`src/rtl/neuron_activation_fifo_if.sv`:
```
// Valid/ready handshake bundle for the activation FIFO: upstream (in_*) and downstream (out_*) streams.
// The master modport is the surrounding datapath; the slave modport is the FIFO itself.
interface neuron_activation_fifo_if #(
  parameter int exp_width  = 8,
  parameter int mant_width = 24
);
  logic                            in_valid;
  logic                            in_ready;
  logic [exp_width+mant_width-1:0] in_data;
  logic [4:0]                      in_exceptions;
  logic                            out_valid;
  logic                            out_ready;
  logic [exp_width+mant_width-1:0] out_data;
  logic [4:0]                      out_exceptions;

  modport master (
    output in_valid, in_data, in_exceptions, out_ready,
    input  in_ready, out_valid, out_data, out_exceptions
  );

  modport slave (
    input  in_valid, in_data, in_exceptions, out_ready,
    output in_ready, out_valid, out_data, out_exceptions
  );
endinterface

```
`src/rtl/neuron_activation_fifo.sv`:
```
// ReLU activation + circular FIFO behind the FP dot-product block, with sticky exception OR.
// Build macro NEURON_RELU_EN enables ReLU at push; undefined gives a bit-exact linear pass-through.
module neuron_activation_fifo #(
  parameter int exp_width  = 8,
  parameter int mant_width = 24,
  parameter int DEPTH      = 4
) (
  input  logic                     clk,
  input  logic                     rst_n,
  neuron_activation_fifo_if.slave  bus,
  input  logic                     clear_sticky,
  output logic [4:0]               sticky_exceptions,
  output logic [$clog2(DEPTH):0]   count
);
  localparam int DATA_W = exp_width + mant_width;
  localparam int PTR_W  = $clog2(DEPTH);
  localparam int CNT_W  = PTR_W + 1;
  localparam logic [CNT_W-1:0] FULL = CNT_W'(DEPTH);

  logic [DATA_W-1:0] r_mem [DEPTH];
  logic [4:0]        r_exc [DEPTH];
  logic [PTR_W-1:0]  r_wr_ptr;
  logic [PTR_W-1:0]  r_rd_ptr;
  logic [CNT_W-1:0]  r_count;
  logic [4:0]        r_sticky;

  logic              w_in_ready;
  logic              w_out_valid;
  logic              w_push;
  logic              w_pop;
  logic [DATA_W-1:0] w_act;

`ifdef NEURON_RELU_EN
  // NaN payloads pass untouched regardless of sign; every other negative word collapses to +0.0
  function automatic logic [DATA_W-1:0] relu(input logic [DATA_W-1:0] d);
    logic is_nan;
    is_nan = (&d[DATA_W-2:mant_width-1]) && (|d[mant_width-2:0]);
    if (d[DATA_W-1] && !is_nan) relu = '0;
    else                        relu = d;
  endfunction

  assign w_act = relu(bus.in_data);
`else
  assign w_act = bus.in_data;
`endif

  assign w_in_ready  = (r_count != FULL);
  assign w_out_valid = (r_count != '0);
  assign w_push      = bus.in_valid && w_in_ready;
  assign w_pop       = w_out_valid && bus.out_ready;

  // Stage p0: storage write; data is not reset, only control state is
  always_ff @(posedge clk) begin
    if (w_push) begin
      r_mem[r_wr_ptr] <= w_act;
      r_exc[r_wr_ptr] <= bus.in_exceptions;
    end
  end

  always_ff @(posedge clk or negedge rst_n) begin
    if (!rst_n) begin
      r_wr_ptr <= '0;
      r_rd_ptr <= '0;
      r_count  <= '0;
      r_sticky <= '0;
    end else begin
      if (w_push) r_wr_ptr <= r_wr_ptr + PTR_W'(1);
      if (w_pop)  r_rd_ptr <= r_rd_ptr + PTR_W'(1);
      case ({w_push, w_pop})
        2'b10:   r_count <= r_count + CNT_W'(1);
        2'b01:   r_count <= r_count - CNT_W'(1);
        default: r_count <= r_count;
      endcase
      // A push in the same cycle as a clear still lands in the sticky vector
      r_sticky <= (clear_sticky ? 5'b0 : r_sticky) | (w_push ? bus.in_exceptions : 5'b0);
    end
  end

  // Stage p1: head entry read straight from storage
  assign bus.in_ready       = w_in_ready;
  assign bus.out_valid      = w_out_valid;
  assign bus.out_data       = r_mem[r_rd_ptr];
  assign bus.out_exceptions = r_exc[r_rd_ptr];
  assign sticky_exceptions  = r_sticky;
  assign count              = r_count;
endmodule

```
`src/flat_wrapper.sv`:
```
// flat-port wrapper written by rule: the top's interface ports become plain ports
module neuron_activation_fifo_flat 
#(
  parameter int exp_width  = 8,
  parameter int mant_width = 24,
  parameter int DEPTH      = 4
)
  (clk, rst_n, clear_sticky, sticky_exceptions, count, bus_in_valid, bus_in_data, bus_in_exceptions, bus_out_ready, bus_in_ready, bus_out_valid, bus_out_data, bus_out_exceptions);
  neuron_activation_fifo_if #(.exp_width(exp_width), .mant_width(mant_width)) bus_i ();
  input  logic clk;
  input  logic rst_n;
  input  logic clear_sticky;
  output logic [4:0] sticky_exceptions;
  output logic [$clog2(DEPTH):0] count;
  input wire logic [$bits(bus_i.in_valid)-1:0] bus_in_valid;
  input wire logic [$bits(bus_i.in_data)-1:0] bus_in_data;
  input wire logic [$bits(bus_i.in_exceptions)-1:0] bus_in_exceptions;
  input wire logic [$bits(bus_i.out_ready)-1:0] bus_out_ready;
  output wire logic [$bits(bus_i.in_ready)-1:0] bus_in_ready;
  output wire logic [$bits(bus_i.out_valid)-1:0] bus_out_valid;
  output wire logic [$bits(bus_i.out_data)-1:0] bus_out_data;
  output wire logic [$bits(bus_i.out_exceptions)-1:0] bus_out_exceptions;
  assign bus_i.in_valid = bus_in_valid;
  assign bus_i.in_data = bus_in_data;
  assign bus_i.in_exceptions = bus_in_exceptions;
  assign bus_i.out_ready = bus_out_ready;
  assign bus_in_ready = bus_i.in_ready;
  assign bus_out_valid = bus_i.out_valid;
  assign bus_out_data = bus_i.out_data;
  assign bus_out_exceptions = bus_i.out_exceptions;
  neuron_activation_fifo #(.exp_width(exp_width), .mant_width(mant_width), .DEPTH(DEPTH)) u_core (.clk(clk), .rst_n(rst_n), .bus(bus_i), .clear_sticky(clear_sticky), .sticky_exceptions(sticky_exceptions), .count(count));
endmodule
```
`config.mk`:
```
export PLATFORM = sky130hd
export DESIGN_NAME = neuron_activation_fifo_flat
export DESIGN_NICKNAME = d
export VERILOG_FILES = /design/src/rtl/neuron_activation_fifo_if.sv /design/src/rtl/neuron_activation_fifo.sv /design/src/flat_wrapper.sv
export SDC_FILE = /design/constraint.sdc
export NUM_CORES = 1
export LEC_CHECK = 0
export CELL_PAD_IN_SITES_DETAIL_PLACEMENT = 0
export CELL_PAD_IN_SITES_GLOBAL_PLACEMENT = 1
export CORE_UTILIZATION = 42
export DETAILED_ROUTE_END_ITERATION = 7
export PLACE_DENSITY_LB_ADDON = 0.1
export SLEW_MARGIN = 25
export SYNTH_ARGS = -nofsm -noshare
export SYNTH_HDL_FRONTEND = slang
export SYNTH_SLANG_ARGS = --single-unit
```
`constraint.sdc`:
```
create_clock -name clk -period 2.15 [get_ports clk]
set_clock_uncertainty 0.1 [all_clocks]
set_input_delay 0.5375 -clock clk [delete_from_list [all_inputs] [get_ports clk]]
set_output_delay 0.5375 -clock clk [all_outputs]
set_load 0.02 [all_outputs]
```
==> flow_summary.yaml <==
power_and_ir_drop:
  p_leak_nw: 2.77
  p_total_w: 0.0114
  peakVddDrop_uv: 736
  power.density_nw_per_um2: 1440
global_routing:
  grt_pass1_vias: 3093
  grt_overflow_total: 0
  grt_pass1_wl_mm: 17.2
  grt_start_max_net_pins: 21
  grt_usage_pct: 16.6
  antenna_found_initial: 0
setup_path:
  critPathKind: "reg -> out"
  crit_top_cell: "buf_12"
  slowest_delay_ps: 530
  crit_chain: "buf_12 > buf_12 > mux4_2 > buf_6"
  end_kind: "output port"
  cp_max_fo: 7
  critPathTopFamily: "multiplexers"
  cp-start-kind: "register"
  required_ps: 1510
  cp.buffers_inverters: 3
  critPathArrivalTime_ps: 1760
  cp_slowest_cell: "mux4_2"
timing:
  hold_viol: 0
  tightest_slew_ps: 602
  rsz0062_at_grt: "true"
  fmax_mhz: 417
  period_needed_ps: 2400
  max_slew_margin_pct: 59.7
  final-setup-viol-count: 37
  post-route-period-util_pct: 112
  slew_viol_final: 0
  setup_slack_ps: -248
floorplan:
  dieArea_um2: 14600
  ioPinCount: 89
  die_y_um: 121
  coreArea_um2: 13800
  die_w_um: 121
  start_util_pct: 42.9
  rows: 43
yosys:
  synthTopCellsByArea: "edfxtp_1 75%, mux4_2 14%, dfrtp_1 5.1%"
  synth.distinct_cells: 21
  yosys.area_share.simple_pct: 0.844
  syn_area_per_cell_um2: 24.3
  synth_mux_area_share_pct: 14.2
  syn-cell-area_um2: 5930
  synthAdderAreaFrac_pct: 1.39
  synth_top_cell_area_share_pct: 75.0
  ys_warn_count: 0
  synth_top_family_by_area: "multiplexers"
  synth-compound-area-share_pct: 1.10
  synth_nets: 292
  ys_seq_area_share_pct: 80.1
  synth_largest_area_cell: "edfxtp_1"
  ys_ff_latch: 160
  synth_xor_area_share_pct: 0.887
  synthCells: 244
job:
  drv_cap: 0
finish:
  syn_to_final_growth_pct: 33.7
  final_common_cell: "edfxtp_1"
  drive_gt1_share_pct: 34.9
  nets: 419
  finalInstanceArea_um2: 7930
  n_antenna_cell: 0
  mostFrequentLayoutCells: "148 x edfxtp_1, 46 x clkdlybuf4s50_1, 37 x mux4_2, 34 x buf_6, 18 x clkbuf_16"
  final.fill_count: 1061
status:
  violations: "setup timing"
  run_status: "complete, but fails checks"
detailed_routing:
  ant_nets: 0
  wl_per_cell_um: 19.1
  drtPass1Iterations: 4
  postRouteWirelength_mm: 10.8
  first_iter_violations: 160
  remaining_drc_errors: 0
  vias_per_cell: 5.03
  dr_total_vias: 2835
placement:
  port_buffers: 88
  dpl.hpwl_mm: 6.63
  placed_area_um2: 7320
  gp_congestion: 0.722
cts:
  clk_latency_ps: 420
  clk_path_buf_depth: 2
  path_clk_slew_ps: 60
  cts_buffers: 17
  cts_max_level: 4
  cts_tree: "yes"
  cts.root.buffer_cell: "clkbuf_16"
  clock-sinks: 160
min_path:
  min_path_type: "in -> async"
## report_power, final
group          switching [W]  internal, W
clock                0.00109      0.00144
sequential          0.000196      0.00412
combinational        0.00217      0.00242
total                0.00345      0.00798
## per-stage QoR
step | hold WS, ps | util (%) | setup TNS [ps] | setup slack [ps] | instances
after floorplan | 142 | - | 0 | 42.3 | 244
after global placement | 394 | 52.9 | -19140 | -220 | 525
after detailed placement | 394 | 52.9 | -19490 | -247 | 525
after CTS | 397 | 56.8 | -9650 | -317 | 563
after global routing | 422 | 57.3 | -10000 | -301 | 564
final | 399 | 57.3 | -7970 | -248 | 564
## metal layers
layer	routed length (um)	GRT usage [%]	vias up
met5	0	0	-
met4	192	7.41	0
met3	443	4.67	17
met2	5430	26.8	66
met1	4700	21.1	1478
li1	-	-	1274
## final timing paths
kind	from	end	slack [ps]	depth (start not counted)
worst max-delay path	u_core.r_rd_ptr[0]$_DFFE_PN0P_	bus_out_data[17]	-250	4
worst min-delay path	rst_n	u_core.sticky_exceptions[4]$_DFF_PN0_	400	1
worst max register to register	u_core.count[0]$_DFFE_PN0P_	u_core.count[2]$_DFFE_PN0P_	200	8
worst min register to register	u_core.sticky_exceptions[0]$_DFF_PN0_	u_core.sticky_exceptions[0]$_DFF_PN0_	410	1
max in group asynchronous	rst_n	u_core.r_rd_ptr[0]$_DFFE_PN0P_	1120	1
min in group clk	u_core.sticky_exceptions[0]$_DFF_PN0_	u_core.sticky_exceptions[0]$_DFF_PN0_	410	1
## cells in the mapped netlist
library cell  instances
buf_4                 2
edfxtp_1            148
xor2_1                3
dfrtp_1              12
and2_1                4
xnor2_1               3
or3_1                 1
nor2_1                2
mux2_2                1
fa_1                  1
inv_1                 7
o21ai_0               1
clkbuf_1              1
a21boi_1              1
buf_6                 2
o31a_1                1
mux4_2               37
nand2_1               3
ha_1                  5
a22o_1                5
buf_2                 4
## cell families (layout without fill, tap and decap cells)
group / after synthesis / count (layout)
multiplexers: 38 / 38
buffers and inverters: 16 / 156
AO/OA/AOI/OAI: 8 / 8
AND/OR/NAND/NOR: 10 / 10
flip-flops: 160 / 160
adder cells (fa/ha/maj): 6 / 6
XOR/XNOR: 6 / 6
## final cells by class
| type | instances | area (um2) | area share (%) |
|---|---|---|---|
| Clock buffer | 21 | 440 | 5.56 |
| Clock inverter | 11 | 48.8 | 0.616 |
| Inverter | 7 | 26.3 | 0.332 |
| Multi-Input combinational cell | 68 | 1100 | 13.9 |
| Sequential cell | 160 | 4750 | 59.9 |
| Tap cell | 180 | 225 | 2.84 |
| Timing Repair Buffer | 117 | 1340 | 16.9 |
## state kept, by name (all words and copies together), names as in the netlist
signal and cells:
u_core.r_wr_ptr 2, u_core.r_rd_ptr 2, u_core.count 3, u_core.r_mem 128, u_core.sticky_exceptions 5, u_core.r_exc 20
## repair_timing
action / 4_1_cts / 5_1_grt
endpoints found under the setup margin: 41 / 39
gates cloned: 2 / 1
hold buffers: 0 / 0
resized for setup: 199 / 31
buffers inserted: 4 / 2
Note: power is estimated with default switching activity, not from simulation.
